===== src/rtl/sram_mem_ctrl.sv =====
// sram_mem_ctrl: memory-stage controller between the MEM stage and an external
// single-port SRAM. One MEM-stage read or write becomes BEATS narrow SRAM beats,
// each lasting WAIT_STATES cycles. `ready` is the pipeline's global freeze
// (freeze = ~ready).
//
// Ports:
//   clk          system clock
//   rst          asynchronous reset, active-low
//   mem_r_en     read request from MEM stage
//   mem_w_en     write request from MEM stage (wins over mem_r_en)
//   addr         byte address, word aligned
//   wdata        write data
//   rdata        read data, valid while ready=1 in DONE; held until next read
//   ready        1 = pipeline may advance
//   sram_addr    SRAM beat address
//   sram_dq_out  SRAM write data
//   sram_dq_oe   1 = drive sram_dq_out onto the bus
//   sram_dq_in   SRAM read data
//   sram_we_n    SRAM write strobe, active-low
module sram_mem_ctrl #(
  parameter int ADDR_LEN      = 32,
  parameter int DATA_LEN      = 32,
  parameter int SRAM_DATA_LEN = 16,
  parameter int SRAM_ADDR_LEN = 18,
  parameter int BASE_ADDR     = 1024,
  parameter int WAIT_STATES   = 3
) (
  input  logic                     clk,
  input  logic                     rst,
  input  logic                     mem_r_en,
  input  logic                     mem_w_en,
  input  logic [ADDR_LEN-1:0]      addr,
  input  logic [DATA_LEN-1:0]      wdata,
  output logic [DATA_LEN-1:0]      rdata,
  output logic                     ready,
  output logic [SRAM_ADDR_LEN-1:0] sram_addr,
  output logic [SRAM_DATA_LEN-1:0] sram_dq_out,
  output logic                     sram_dq_oe,
  input  logic [SRAM_DATA_LEN-1:0] sram_dq_in,
  output logic                     sram_we_n
);

  localparam int BEATS      = DATA_LEN / SRAM_DATA_LEN;
  localparam int BEAT_W     = (BEATS > 1) ? $clog2(BEATS) : 1;
  localparam int CNT_W      = $clog2(WAIT_STATES);
  localparam int WORD_SHIFT = $clog2(DATA_LEN / 8);

  localparam logic [1:0] IDLE   = 2'd0;
  localparam logic [1:0] ACCESS = 2'd1;
  localparam logic [1:0] DONE   = 2'd2;

  localparam logic [CNT_W-1:0]    CNT_LAST  = CNT_W'(WAIT_STATES - 1);
  localparam logic [BEAT_W-1:0]   BEAT_LAST = BEAT_W'(BEATS - 1);
  localparam logic [ADDR_LEN-1:0] BASE      = ADDR_LEN'(BASE_ADDR);
  localparam logic [ADDR_LEN-1:0] BEATS_A   = ADDR_LEN'(BEATS);

  logic [1:0]                              state;
  logic [BEAT_W-1:0]                       beat;
  logic [CNT_W-1:0]                        cnt;
  logic                                    op_write;
  logic [ADDR_LEN-1:0]                     addr_q;
  logic [BEATS-1:0][SRAM_DATA_LEN-1:0]     wdata_q;
  logic [BEATS-1:0][SRAM_DATA_LEN-1:0]     rdata_q;
  logic [ADDR_LEN-1:0]                     word;
  logic [ADDR_LEN-1:0]                     beat_addr;
  logic                                    request;

  assign request = mem_r_en | mem_w_en;
  assign rdata   = rdata_q;

  // Addresses below BASE wrap through the subtraction; the final truncation
  // to SRAM_ADDR_LEN makes the wrap modulo the SRAM size.
  assign word      = (addr_q - BASE) >> WORD_SHIFT;
  assign beat_addr = word * BEATS_A + ADDR_LEN'(beat);

  always_ff @(posedge clk or negedge rst) begin
    if (!rst) begin
      state    <= IDLE;
      beat     <= '0;
      cnt      <= '0;
      op_write <= 1'b0;
      addr_q   <= '0;
      wdata_q  <= '0;
      rdata_q  <= '0;
    end else begin
      case (state)
        IDLE: begin
          if (request) begin
            addr_q   <= addr;
            wdata_q  <= wdata;
            op_write <= mem_w_en;
            beat     <= '0;
            cnt      <= '0;
            state    <= ACCESS;
          end
        end
        ACCESS: begin
          if (cnt == CNT_LAST) begin
            cnt <= '0;
            // Read data is captured at the last cycle of the beat, after the
            // SRAM has had the full wait-state window to settle.
            if (!op_write) rdata_q[beat] <= sram_dq_in;
            if (beat == BEAT_LAST) begin
              beat  <= '0;
              state <= DONE;
            end else begin
              beat <= beat + 1'b1;
            end
          end else begin
            cnt <= cnt + 1'b1;
          end
        end
        DONE:    state <= IDLE;
        default: state <= IDLE;
      endcase
    end
  end

  // Bus outputs decode from registered state only, so an asserted reset
  // returns them to idle values immediately.
  always_comb begin
    ready       = 1'b0;
    sram_addr   = '0;
    sram_dq_out = '0;
    sram_dq_oe  = 1'b0;
    sram_we_n   = 1'b1;
    case (state)
      IDLE: ready = ~request;
      ACCESS: begin
        sram_addr = SRAM_ADDR_LEN'(beat_addr);
        if (op_write) begin
          sram_dq_oe  = 1'b1;
          sram_dq_out = wdata_q[beat];
          // Strobe released on the last cycle for address/data hold.
          sram_we_n   = (cnt == CNT_LAST);
        end
      end
      DONE:    ready = 1'b1;
      default: ready = 1'b0;
    endcase
  end

endmodule


===== config.mk =====
export PLATFORM = sky130hd
export DESIGN_NAME = sram_mem_ctrl
export DESIGN_NICKNAME = d
export VERILOG_FILES = /design/src/rtl/sram_mem_ctrl.sv
export SDC_FILE = /design/constraint.sdc
export NUM_CORES = 1
export LEC_CHECK = 0
export CELL_PAD_IN_SITES_DETAIL_PLACEMENT = 1
export CELL_PAD_IN_SITES_GLOBAL_PLACEMENT = 1
export CORE_UTILIZATION = 30
export DETAILED_ROUTE_END_ITERATION = 10
export GPL_ROUTABILITY_DRIVEN = 0
export PLACE_DENSITY = 0.85
export SYNTH_ARGS = -nofsm -noshare
export SYNTH_HDL_FRONTEND = slang
export SYNTH_SLANG_ARGS = --single-unit

===== constraint.sdc =====
create_clock -name clk -period 2.08 [get_ports clk]
set_input_delay 0.416 -clock clk [delete_from_list [all_inputs] [get_ports clk]]
set_output_delay 0.416 -clock clk [all_outputs]
set_load 0.02 [all_outputs]

==> results of run 1 <==
-- power groups by stage --
stage,registers [mW],clock network (mW),logic [mW]
after CTS,3.06,1.81,5.16
final,3.04,1.72,5.00
after global placement,2.99,0,5.16
after floorplan,3.38,0,2.46
after global routing,3.16,1.85,5.38
after detailed placement,3.08,0,5.32
-- cell families after synthesis --
family / share of synthesized area (%)
simple gates: 7.043
compound gates: 3.472
flops: 56.99
mux: 29.05
buf+inv: 2.882
fa+ha+maj: 0.3275
xor+xnor: 0.2293
-- layer usage --
layer / part of all wire [%] / vias up
li1: - / 1309
met4: 1.8 / 0
met1: 38 / 1417
met5: 0 / -
met2: 53 / 102
met3: 7.8 / 15
-- layout by cell type (no fill, tap or decap), types with 3 or more instances in the layout --
master / count
buf_2: 17
o21ai_0: 4
dfrtp_1: 87
and2_1: 9
clkdlybuf4s50_1: 99
o31ai_1: 6
inv_1: 5
clkdlybuf4s15_1: 8
buf_12: 4
buf_4: 30
dlygate4sd2_1: 5
mux2_4: 10
mux2_2: 71
mux2i_1: 16
clkbuf_16: 9
a21oi_4: 3
nor2_1: 24
-- synthesized netlist by cell type, drive strengths merged --
cell type,count,area [sq um]
or3,3,18.77
a21o,2,15.01
o311ai,1,8.760
and2,9,56.30
o31ai,6,45.04
clkbuf,4,15.01
nor2,24,90.09
nand2,2,7.510
ha,1,12.51
or2b,1,8.760
a22o,1,8.760
nand3,1,5.000
mux2,81,949.7
mux2i,16,160.2
o21ai,5,25.02
or4,3,22.52
or4b,1,10.01
or2,1,6.260
xnor2,1,8.760
and2b,1,8.760
or3b,1,8.760
dfrtp,87,2177
inv,5,18.77
nand4bb,1,16.27
a21oi,6,30.03
buf,10,76.32
nor3,2,10.01
-- sequential cells by signal, summed over array words and instances, names as in the netlist --
signal / count
wdata_q: 32
cnt: 2
op_write: 1
rdata: 32
addr_q: 17
state: 2
beat: 1
-- stage by stage --
step / instance area, sq um / utilization (%) / cells / total power, mW
2_1_floorplan: 3864 / - / 276 / 5.840
3_3_place_gp: 5624 / 46.06 / 596 / 8.142
3_5_place_dp: 5624 / 46.06 / 596 / 8.399
4_1_cts: 5951 / 48.73 / 614 / 10.03
5_1_grt: 5882 / 48.17 / 614 / 10.39
6_report: 5882 / 48.17 / 614 / 9.765
-- final cells by class --
| class | instances | area (sq um) | share of cell area [%] |
|---|---|---|---|
| clock buffers | 9 | 225.2 | 3.829 |
| inverters | 5 | 18.77 | 0.3191 |
| well taps | 168 | 210.2 | 3.574 |
| multi-input cells | 170 | 1600 | 27.21 |
| clock inverters | 7 | 95.09 | 1.617 |
| flip-flops and latches | 87 | 2177 | 37.01 |
| repair buffers | 168 | 1555 | 26.44 |
-- critical path, delay by kind of cell (launching register included) --
family	cells	cell delay, ns
AO/OA/AOI/OAI	1	0.14
buffers and inverters	2	0.20
flip-flops	1	0.40
AND/OR/NAND/NOR	2	0.94
adder cells (fa/ha/maj)	1	0.17
-- path summary, 6_finish.rpt --
path                            startpoint       endpoint
min in group clk                 addr_q[9]      addr_q[9]
worst min register to register   addr_q[9]      addr_q[9]
worst max-delay path            addr_q[11]  sram_addr[17]
max in group asynchronous              rst      rdata[28]
worst max register to register    state[1]      rdata[21]
worst min-delay path                   rst       rdata[5]
-- repair_timing --
item                                    CTS  global route
setup buffers                             2             0
gates resized for setup                 100            28
hold buffers                              0             0
endpoints found under the setup margin   37            29
==> results.md, run 1 <==
* Via density at approximately 4.6
* Clock Sinks at 87
* CTS max path bufs at 2
* Syn Nets at ~360
* DIE WIDTH at 114.8 um
* Syn Area/Cell at ~14 sq um
* CTS tree: done
* Largest net degree at the start of global routing at 39
* I/O Pins at 153
* Die area at about 0.013 sq mm
* Setup TNS at -2.156 ns
* Fmax at about 380 MHz
* Clk pwr share at 17.6%
* Crit path DAT at around 2.2 ns
* GRT Residual Overflow at 0
* Critical path fanouts, max at 4
* Pwr Density at 1660 mW/mm^2
* Violated checks: setup timing
* Slew Viols, Final at 0
* Synth cell types at 31
* Chip height at 114.8 um
* Register area share after synthesis at a little under three fifths
* First-pass GRT wire length at about 17000 um
* Final setup violation count at 6
* Routed WL per cell at 16.50 um
* Critical-path top delay cell: or4b_4
* Row count at 40
* Fin worst setup slack at -0.5321 ns
* Flop pwr share at between 30% and 40%
* Status: complete, but fails checks
* Skew final at 0.005194 ns
* Fraction of layout cells with a size suffix above 1 at 37.67%
* Placed wire-length estimate at approximately 7500 um
* Initial antenna violation count at 0
* Comb power frac at 51.2%
* CP cell instances: inv_1, ha_2, or4b_4, or4_4, a21oi_4, buf_6
* Grt met1 use at 17.94%
* Sw frac at 36.42%
* Total wire length at 10130 um
* Critical Path Max Stage Delay at 0.49 ns
* N_diodes at 0
* Worst VDD drop at approximately 670 uV
* Worst EP required at 1.66 ns
* Ys Warns at 0
* Reg2Reg Depth at 5
* Final hold slack at 0.04233 ns
* DRC errors left at 0
* Num CTS Buffers at 9
* Synthesized instance count at 276
* CP endpoint kind: output port
* Fin crit share at 125.6%
* Count of input and output buffers at 137
* Busiest grt layer: met2
* Clock period minus worst slack at 2.612 ns
* Max-Cap Viols at 0
* Starting Density at ~31%
* DRT Pass-1 Iters at 4
* Mapped Area at roughly 0.0038 sq mm
* Relative slew margins at 66.80%
* GRT Total Usage at 16.94%
* Root buffer cell: clkbuf_16
* Number of hold violations in the final report at 0
* Worst setup path class: reg2out
* Drt initial violations at between 70 and 80
* Core ar. at 0.01221 sq mm
* Worst-skew pair later-pin latency at 0.34 ns
* Static Leak at 2.538 nW
* CTS HTree Levels at 3
* Post-Place Worst Slack at -0.6797 ns
* Slew @ Worst Pin at ~0.5 ns
* Psw at 3.557 mW
* Vias in the first global route at roughly 3300
* FILL cells at 1277
* Clock transition at path regs at 0.06 ns
* Worst Setup Start Kind: flip-flop
* Final ANT Viol Nets at 0
* RSZ-0062 raised after global routing: yes
* Worst hold path class: in2async
* Seq cells post-synth at 87
* Total number of vias at 2843
* Met2 Use GR at 30.64%
* P_int at 6.208 mW
* Synth-to-Final Area Change at 53.98%
* R2R setup slack at 0.23 ns
* Met3 usage at approximately 6.0%
* Nets at between 500 and 600
No activity file was read; power rests on OpenSTA's default activity.
==> inputs of run 2 (changes only) <==
SKIP_CTS_REPAIR_TIMING = 1   (was not set)
==> run 2 against run 1 <==
  * The flow still finishes with violations (setup timing)
  * Hold slack worse by 0.0021 ns
  * Final area up 1.4%
  * Core utilization up 0.66 points
  * Cell count down 0.16%
  * Sequential share of layout area down 0.50 points
  * Highest routed layer unchanged
  * Via count down 0.14%
  * Non-clock buffer count down 1
  * Fmax down 0.41%
==> results.md, run 2 (synthesized netlist as in run 1, its figures left out) <==
* Number of hold violations in the final report at 0 (unchanged)
* Routed WL per cell at 16.52 um (+0.11%)
* Worst-skew pair later-pin latency at 0.34 ns (about the same)
* Clock transition at path regs at 0.06 ns (about the same)
* Violated checks: setup timing
* Worst VDD drop at 780.0 uV (+17%)
* Drt initial violations at 94 (+29%)
* Setup TNS at -2.097 ns (+0.05989 ns)
* Critical-path top delay cell: or4b_4
* GRT Total Usage at 16.83% (-0.11 points)
* Initial antenna violation count at 0 (unchanged)
* I/O Pins at 153 (unchanged)
* Synth-to-Final Area Change at 56.08%
* Crit path DAT at 2.21 ns (about the same)
* Critical Path Max Stage Delay at 0.49 ns (about the same)
* Final setup violation count at 6 (unchanged)
* DRT Pass-1 Iters at 4 (unchanged)
* N_diodes at 0 (unchanged)
* CP endpoint kind: output port
* Slew Viols, Final at 0 (unchanged)
* Fin worst setup slack at -0.5427 ns (-0.01065 ns)
* Chip height at 114.8 um (unchanged)
* Static Leak at 2.803 nW (+10%)
* Fmax at 381.3 MHz (-0.41%)
* Total number of vias at 2839 (-0.14%)
* Max-Cap Viols at 0 (unchanged)
* Worst EP required at 1.66 ns (about the same)
* Total wire length at 10130 um (about the same)
* Final ANT Viol Nets at 0 (unchanged)
* CTS HTree Levels at 3 (unchanged)
* Critical path fanouts, max at 4 (unchanged)
* First-pass GRT wire length at 16650 um (-0.66%)
* Placed wire-length estimate at 7524 um (unchanged)
* Worst setup path class: reg2out
* DIE WIDTH at 114.8 um (unchanged)
* Root buffer cell: clkbuf_16
* Vias in the first global route at 3297 (-1.1%)
* Clock Sinks at 87 (unchanged)
* Count of input and output buffers at 137 (unchanged)
* Row count at 40 (unchanged)
* Pwr Density at 1652 mW/mm^2 (-0.46%)
* RSZ-0062 raised after global routing: yes
* Status: complete, but fails checks
* Core ar. at 0.01221 sq mm (unchanged)
* Fin crit share at 126.1% (+0.51 points)
* Relative slew margins at 67.15% (+0.35 points)
* Fraction of layout cells with a size suffix above 1 at 34.83% (-2.8 points)
* FILL cells at 1261 (-1.3%)
* CTS tree: done
* Worst hold path class: in2async
* Num CTS Buffers at 9 (unchanged)
* CP cell instances: inv_1, ha_2, or4b_4, or4_4, a21oi_4, buf_6
* Total power at 9.852 mW (+0.90%)
* Commonest non-fill, non-tap cell in the layout: clkdlybuf4s50_1
* Nets at 525 (-0.19%)
* GRT Residual Overflow at 0 (unchanged)
* Starting Density at 31.28% (unchanged)
* DRC errors left at 0 (unchanged)
* Via density at 4.631 (about the same)
* CTS max path bufs at 2 (unchanged)
* Most frequent cells in the layout: clkdlybuf4s50_1, dfrtp_1, mux2_2, buf_4, nor2_1
* Largest net degree at the start of global routing at 39 (unchanged)
* Die area at 0.01319 sq mm (unchanged)
* Clock period minus worst slack at 2.623 ns (+0.01065 ns)
* Worst Setup Start Kind: flip-flop
* Skew final at 0.006079 ns (+0.0008844 ns)
* Slew @ Worst Pin at 0.4927 ns (-0.005239 ns)
==> run 2: cell count changes in the layout (fill, tap and decap cells not counted), moves of 2 or more <==
cell	previous run	this run
dlygate4sd2_1	5	0
clkdlybuf4s15_2	2	0
dlymetal6s2s_1	0	23
buf_2	17	1
clkdlybuf4s15_1	8	0
clkbuf_2	1	10
==> run 2: path summary, 6_finish.rpt <==
path / slack, ns / start / cells past startpoint / end
max: -0.54 / addr_q[11] / 6 / sram_addr[17]
min: 0.04 / rst / 1 / rdata[5]
max reg2reg: 0.23 / state[1] / 5 / rdata[21]
min reg2reg: 0.50 / addr_q[8] / 1 / addr_q[8]
max in group asynchronous: 1.41 / rst / 2 / rdata[27]
min in group clk: 0.50 / addr_q[8] / 1 / addr_q[8]
==> run 2: area by class of cell <==
cell class	instances	area [sq um]	share of cell area, %
clock buffers	9	225.2	3.778
flip-flops and latches	87	2177	36.52
well taps	168	210.2	3.526
clock inverters	7	95.09	1.595
multi-input cells	170	1593	26.72
inverters	5	18.77	0.3148
repair buffers	167	1643	27.56
==> run 2: power by group <==
part           internal (mW)  switching (mW)
Sequential              2.55           0.491
Clock                   1.05           0.673
Combinational           2.69            2.39
Total                   6.30            3.55
==> run 2: critical path, delay by kind of cell (launching register included) <==
kind	cells	cell delay (ns)
compound gates	1	0.14
fa+ha+maj	1	0.17
buf+inv	2	0.20
flops	1	0.41
simple gates	2	0.94
==> run 2: through the flow <==
stage	hold WS [ns]	area (sq um)	utilization (%)	worst slack [ns]	std cells
5_1_grt	0.06975	5962	48.82	-0.6108	613
4_1_cts	0.03870	5944	48.68	-1.076	612
3_5_place_dp	0.4233	5624	46.06	-0.6797	596
6_report	0.04019	5962	48.82	-0.5427	613
2_1_floorplan	0.1204	3864	-	-0.07260	276
3_3_place_gp	0.4155	5624	46.06	-0.5717	596
==> run 2: layer usage <==
| layer | up-vias | global-route usage (%) | part of all wire (%) |
|---|---|---|---|
| li1 | 1307 | - | - |
| met1 | 1418 | 17.94 | 38 |
| met2 | 99 | 30.24 | 52 |
| met3 | 15 | 5.957 | 7.6 |
| met4 | 0 | 6.840 | 1.8 |
| met5 | - | 0 | 0 |
